$ cat config.mk
export PLATFORM = sky130hd
export DESIGN_NAME = imem_loader_flat
export DESIGN_NICKNAME = d
export VERILOG_FILES = /design/src/rtl/imem_loader_if.sv /design/src/rtl/imem_loader.sv /design/src/flat_wrapper.sv
export SDC_FILE = /design/constraint.sdc
export NUM_CORES = 1
export LEC_CHECK = 0
export CORE_MARGIN = 2
export CORE_UTILIZATION = 30
export CTS_CLUSTER_DIAMETER = 200
export DETAILED_ROUTE_END_ITERATION = 6
export PLACE_DENSITY = 0.54
export SLEW_MARGIN = 10
export SYNTH_ARGS = -nofsm -noshare
export SYNTH_HDL_FRONTEND = slang
export SYNTH_SLANG_ARGS = --single-unit
export TNS_END_PERCENT = 50
$ cat constraint.sdc
create_clock -name clk -period 5 [get_ports clk]
set_input_delay 1 -clock clk [delete_from_list [all_inputs] [get_ports clk]]
set_output_delay 1 -clock clk [all_outputs]
set_load 0.1 [all_outputs]
$ cat src/rtl/imem_loader_if.sv
// Byte-stream input and instruction-memory write port of the program loader.
interface imem_loader_if;
  logic        in_valid;
  logic [7:0]  in_data;
  logic        in_ready;
  logic        mem_we;
  logic [31:0] mem_addr;
  logic [31:0] mem_wdata;

  modport slave  (input  in_valid, in_data, output in_ready, mem_we, mem_addr, mem_wdata);
  modport master (output in_valid, in_data, input  in_ready, mem_we, mem_addr, mem_wdata);
endinterface

$ cat src/rtl/imem_loader.sv
// Streams a length-prefixed little-endian program into instruction memory
// and holds the core off until a complete image has been written.
module imem_loader_lane #(
  parameter int VEC_W = 8
) (
  input  logic             clk,
  input  logic             reset,
  input  logic             ld,
  input  logic [VEC_W-1:0] d,
  output logic [VEC_W-1:0] q
);
  always_ff @(posedge clk or posedge reset)
    if (reset)   q <= '0;
    else if (ld) q <= d;
endmodule

module imem_loader #(
  parameter int          MEM_BYTES = 100,
  parameter logic [31:0] BASE_ADDR = 32'd0
) (
  input  logic         clk,
  input  logic         reset,
  input  logic         start,
  imem_loader_if.slave bus,
  output logic         busy,
  output logic         done,
  output logic         error,
  output logic         core_hold
);
  localparam int          NUM_LANES = 4;
  localparam int          VEC_W     = 8;
  localparam int          IDX_W     = $clog2(NUM_LANES);
  localparam logic [15:0] MAX_W     = 16'(MEM_BYTES / 4);

  typedef enum logic [2:0] {IDLE, HDR_LO, HDR_HI, DATA, WRITE, DONE, ERROR} state_t;
  state_t state, state_nxt;

  logic [15:0]                       len, word_cnt, hdr;
  logic [IDX_W-1:0]                  byte_idx;
  logic                              acc, last_byte;
  logic [NUM_LANES-1:0]              lane_ld;
  logic [NUM_LANES-1:0][VEC_W-1:0]   lane_q, wd_nxt;

  assign acc       = bus.in_valid && bus.in_ready;
  assign hdr       = {bus.in_data, len[7:0]};
  assign last_byte = (byte_idx == IDX_W'(NUM_LANES-1));

  // Lane wd_nxt folds in the byte arriving this cycle so the full word
  // can be registered on the same edge as the final byte.
  for (genvar g = 0; g < NUM_LANES; g++) begin : g_lane
    assign lane_ld[g] = acc && (state == DATA) && (byte_idx == IDX_W'(g));
    assign wd_nxt[g]  = lane_ld[g] ? bus.in_data : lane_q[g];
    imem_loader_lane #(.VEC_W(VEC_W)) u_lane (
      .clk   (clk),
      .reset (reset),
      .ld    (lane_ld[g]),
      .d     (bus.in_data),
      .q     (lane_q[g])
    );
  end

  always_ff @(posedge clk or posedge reset)
    if (reset) state <= IDLE;
    else       state <= state_nxt;

  always_comb begin
    state_nxt = state;
    case (state)
      IDLE, DONE, ERROR: if (start) state_nxt = HDR_LO;
      HDR_LO: if (acc) state_nxt = HDR_HI;
      HDR_HI: if (acc) begin
        if (hdr == 16'd0)     state_nxt = DONE;
        else if (hdr > MAX_W) state_nxt = ERROR;
        else                  state_nxt = DATA;
      end
      DATA:  if (acc && last_byte) state_nxt = WRITE;
      WRITE: state_nxt = (word_cnt + 16'd1 == len) ? DONE : DATA;
      default: state_nxt = IDLE;
    endcase
  end

  always_comb begin
    bus.in_ready = (state == HDR_LO) || (state == HDR_HI) || (state == DATA);
    bus.mem_we   = (state == WRITE);
    busy         = bus.in_ready || (state == WRITE);
    done         = (state == DONE);
    error        = (state == ERROR);
    core_hold    = (state != DONE);
  end

  // Address/data are latched with the final byte so they are stable
  // throughout the write cycle and hold afterwards.
  always_ff @(posedge clk or posedge reset)
    if (reset) begin
      len           <= '0;
      word_cnt      <= '0;
      byte_idx      <= '0;
      bus.mem_addr  <= '0;
      bus.mem_wdata <= '0;
    end else begin
      case (state)
        HDR_LO: if (acc) len[7:0] <= bus.in_data;
        HDR_HI: if (acc) begin
          len[15:8] <= bus.in_data;
          word_cnt  <= '0;
          byte_idx  <= '0;
        end
        DATA: if (acc) begin
          if (last_byte) begin
            byte_idx      <= '0;
            bus.mem_addr  <= BASE_ADDR + {14'd0, word_cnt, 2'b00};
            bus.mem_wdata <= wd_nxt;
          end else begin
            byte_idx <= byte_idx + IDX_W'(1);
          end
        end
        WRITE: word_cnt <= word_cnt + 16'd1;
        default: ;
      endcase
    end
endmodule

$ cat src/flat_wrapper.sv
// flat-port wrapper written by rule: the top's interface ports become plain ports
module imem_loader_flat 
#(
  parameter int          MEM_BYTES = 100,
  parameter logic [31:0] BASE_ADDR = 32'd0
)
  (clk, reset, start, busy, done, error, core_hold, bus_in_valid, bus_in_data, bus_in_ready, bus_mem_we, bus_mem_addr, bus_mem_wdata);
  imem_loader_if bus_i ();
  input  logic clk;
  input  logic reset;
  input  logic start;
  output logic busy;
  output logic done;
  output logic error;
  output logic core_hold;
  input wire logic [$bits(bus_i.in_valid)-1:0] bus_in_valid;
  input wire logic [$bits(bus_i.in_data)-1:0] bus_in_data;
  output wire logic [$bits(bus_i.in_ready)-1:0] bus_in_ready;
  output wire logic [$bits(bus_i.mem_we)-1:0] bus_mem_we;
  output wire logic [$bits(bus_i.mem_addr)-1:0] bus_mem_addr;
  output wire logic [$bits(bus_i.mem_wdata)-1:0] bus_mem_wdata;
  assign bus_i.in_valid = bus_in_valid;
  assign bus_i.in_data = bus_in_data;
  assign bus_in_ready = bus_i.in_ready;
  assign bus_mem_we = bus_i.mem_we;
  assign bus_mem_addr = bus_i.mem_addr;
  assign bus_mem_wdata = bus_i.mem_wdata;
  imem_loader #(.MEM_BYTES(MEM_BYTES), .BASE_ADDR(BASE_ADDR)) u_core (.clk(clk), .reset(reset), .start(start), .bus(bus_i), .busy(busy), .done(done), .error(error), .core_hold(core_hold));
endmodule
==> metrics.txt <==
CP required=4.00 ns; cells after synthesis=518; drt wl/cell=15.2 um; Clock Latency Late Sink=0.36 ns; Post-CTS Setup Bufs=0; clk slew on worst S/H paths=0.08 ns; WHS Endpoint=u_core.bus.mem_wdata[21]; # setup viols final=0; Slew @ Worst Pin=1.04 ns; pre-CTS setup slack=1.74 ns; initial antenna violation count=0; worst relative slew slack=30.4%; core area=16600 um2; Adder-Cell Fraction of Synth Area=1.23%; Yosys Warn Count=0; FMAX=272 MHz; Fin. Hold Viols=0; critical path type=flip-flop to primary output; sequential share of the synthesized area=53.5%; ys flop type=dfrtp_1; residual DRC count=0; Area growth syn-to-layout=20.9%; die width=134 um; row count=47; # fillers=1661; full die area=18000 um2; final core utilization=37.2%; Min-Delay Path Class=flip-flop to flip-flop; Synth Area in Simple Gates=19.5%; Netlist cell types=48; syn_area_per_cell=9.84 um2; number of synthesized register bits=109; outcome=finished clean; Starting Density=30.7%; vias in the first global route=3635; total track usage=13.9%; Die Ht=134 um; final setup TNS=0 ns; nets=589; leakage power=0.00287 uW; Critical Path Start Type=flip-flop; power density cells=541 nW/um2; First-pass DRT Iterations=4; Final Skew=0.0100 ns; Reg-to-Reg End=u_core.word_cnt[7]; Crit Path Max Fanout=24; EDFF count, synth=0; Max Cap Viol=0; CTS Sinks=109; final worst path period need=3.67 ns; Port-buffer cells=65; Hold WS=0.475 ns; Slew Viols, Final=0; WL final=12.1 mm; Worst Slack Setup Final=1.33 ns; Post-CTS Resized=0; GP Congestion=0.853; clock buffer depth=2; largest family of logic cells by synthesized area=simple AND/OR/NAND/NOR gates; # H-tree levels=3; share of cells above drive strength 1=12.1%; Vias=3691; CP endpoint kind=primary output; first-pass GRT wire length=19.6 mm; hold path start=u_core.bus.mem_wdata[21]; synthesized area=5090 um2; Boundary Pins=82; Hold Buf Count CTS=0; Final period util=73.4%; ys async rst share=100%; DRT iter0 DRCs=165; CTS tree=yes; Post-Synth XOR/XNOR Area=4.64%; vias per inst=4.63; Hold Path Depth=2; CP Data Arrival Time=2.67 ns; Reg2Reg Depth=6; RSZ-0062 raised after global routing=no; Inserted Clock Buffers=9; Antenna Violating Nets Remaining=0; GRT overflow=0; clk root buf=clkbuf_16; Synth Area in Compound Gates=6.75%; n_diodes=0; crit path launch=u_core.state[0]; largest net degree at the start of global routing=45; RR Startpoint=u_core.state[0]; HPWL after DPL=8.18 mm; Worst R2R Setup Slack=1.84 ns; mux contribution to synthesized area=8.84%; Max IR drop VDD=0.276 mV
==> where the power goes <==
part / internal (uW) / switching (uW) / leakage, uW
Sequential: 1100 / 185 / 0.00145
Clock: 352 / 351 / 0.000139
Combinational: 441 / 899 / 0.00128
==> routing by layer <==
layer,vias up,GRT usage [%],share of wire [%]
met3,14,4.27,6.6
met5,-,0,0
li1,1794,-,-
met1,1776,19.4,49
met2,107,20.5,44
met4,0,4.62,1.3
==> worst max-delay path by stage <==
stage | end | cells past startpoint | slack [ns]
floorplan | u_core.bus.mem_addr[10] | 1 | 1.13
global placement | u_core.bus.mem_wdata[29] | 6 | 1.84
detailed placement | bus_mem_we | 4 | 1.74
CTS | bus_mem_we | 4 | 1.34
global route | bus_mem_we | 4 | 1.12
finish | bus_mem_we | 4 | 1.33
==> state kept, by name (all words and copies together), names as in the netlist <==
register and count:
u_core.byte_idx 2, u_core.len 16, u_core.state 3, u_core.word_cnt 16, u_core.g_lane.u_lane.q 24, u_core.bus.mem_addr 16
u_core.bus.mem_wdata 32
==> layout by cell type (no fill, tap or decap), drive strengths merged, types with 5 or more instances in the layout <==
cell,instances
nand2,167
dfrtp,109
clkdlybuf4s50,64
mux2,40
o21ai,27
nor2,21
xnor2,16
conb,16
xor2,11
clkbuf,10
inv,10
nand3,8
buf,7
nor4,7
nor2b,5
o31ai,5
ha,5
==> metrics by stage <==
| step | cell area, um2 | total power [uW] | instances |
|---|---|---|---|
| 3_3_place_gp | 5870 | 2610 | 781 |
| 2_1_floorplan | 5150 | 2350 | 533 |
| 5_1_grt | 6160 | 3520 | 797 |
| 6_report | 6160 | 3330 | 797 |
| 4_1_cts | 6160 | 3360 | 797 |
| 3_5_place_dp | 5870 | 2650 | 781 |
==> synth_stat cells (3+ instances only) <==
| library cell | count | area [um2] |
|---|---|---|
| nand2_1 | 167 | 627 |
| dfrtp_1 | 109 | 2730 |
| mux2_2 | 40 | 450 |
| o21ai_0 | 27 | 135 |
| nor2_1 | 21 | 78.8 |
| buf_4 | 18 | 135 |
| xnor2_1 | 16 | 140 |
| clkbuf_1 | 13 | 48.8 |
| xor2_1 | 11 | 96.3 |
| buf_2 | 10 | 50.1 |
| nand3_1 | 7 | 35.0 |
| inv_1 | 6 | 22.5 |
| nor4_1 | 6 | 37.5 |
| ha_1 | 5 | 62.6 |
| nor2b_1 | 5 | 31.3 |
| o31ai_1 | 5 | 37.5 |
| a21oi_1 | 4 | 20.0 |
| nor3_1 | 4 | 20.0 |
| o41ai_1 | 4 | 35.0 |
| and3_1 | 3 | 18.8 |
| o22ai_1 | 3 | 18.8 |
==> worst max-delay path, stage by stage, from the launching register on <==
cell and delay [ns]:
dfrtp_1 0.60, nor2_1 0.18, nand2_1 0.63, clkinv_1 0.52
buf_4 0.38
==> layout make-up <==
type / instances / area, um2 / share of cell area [%]
sequential: 109 / 2730 / 44.3
tap: 220 / 275 / 4.47
timing repair buffer: 71 / 693 / 11.3
clock buffer: 10 / 229 / 3.72
clock inverter: 6 / 61.3 / 0.995
multi-input combinational: 374 / 2150 / 34.8
inverter: 7 / 28.8 / 0.467
==> kinds of logic (layout without fill, tap and decap cells) <==
family	Yosys count	after routing
xor gates and xnor gates	27	27
and+or+nand+nor	231	231
buffers and inverters	50	94
DFF	109	109
AOI/OAI and AO/OA	55	55
other	1	16
muxes	40	40
adders and majority gates	5	5
(Power assumes the default switching activity.)
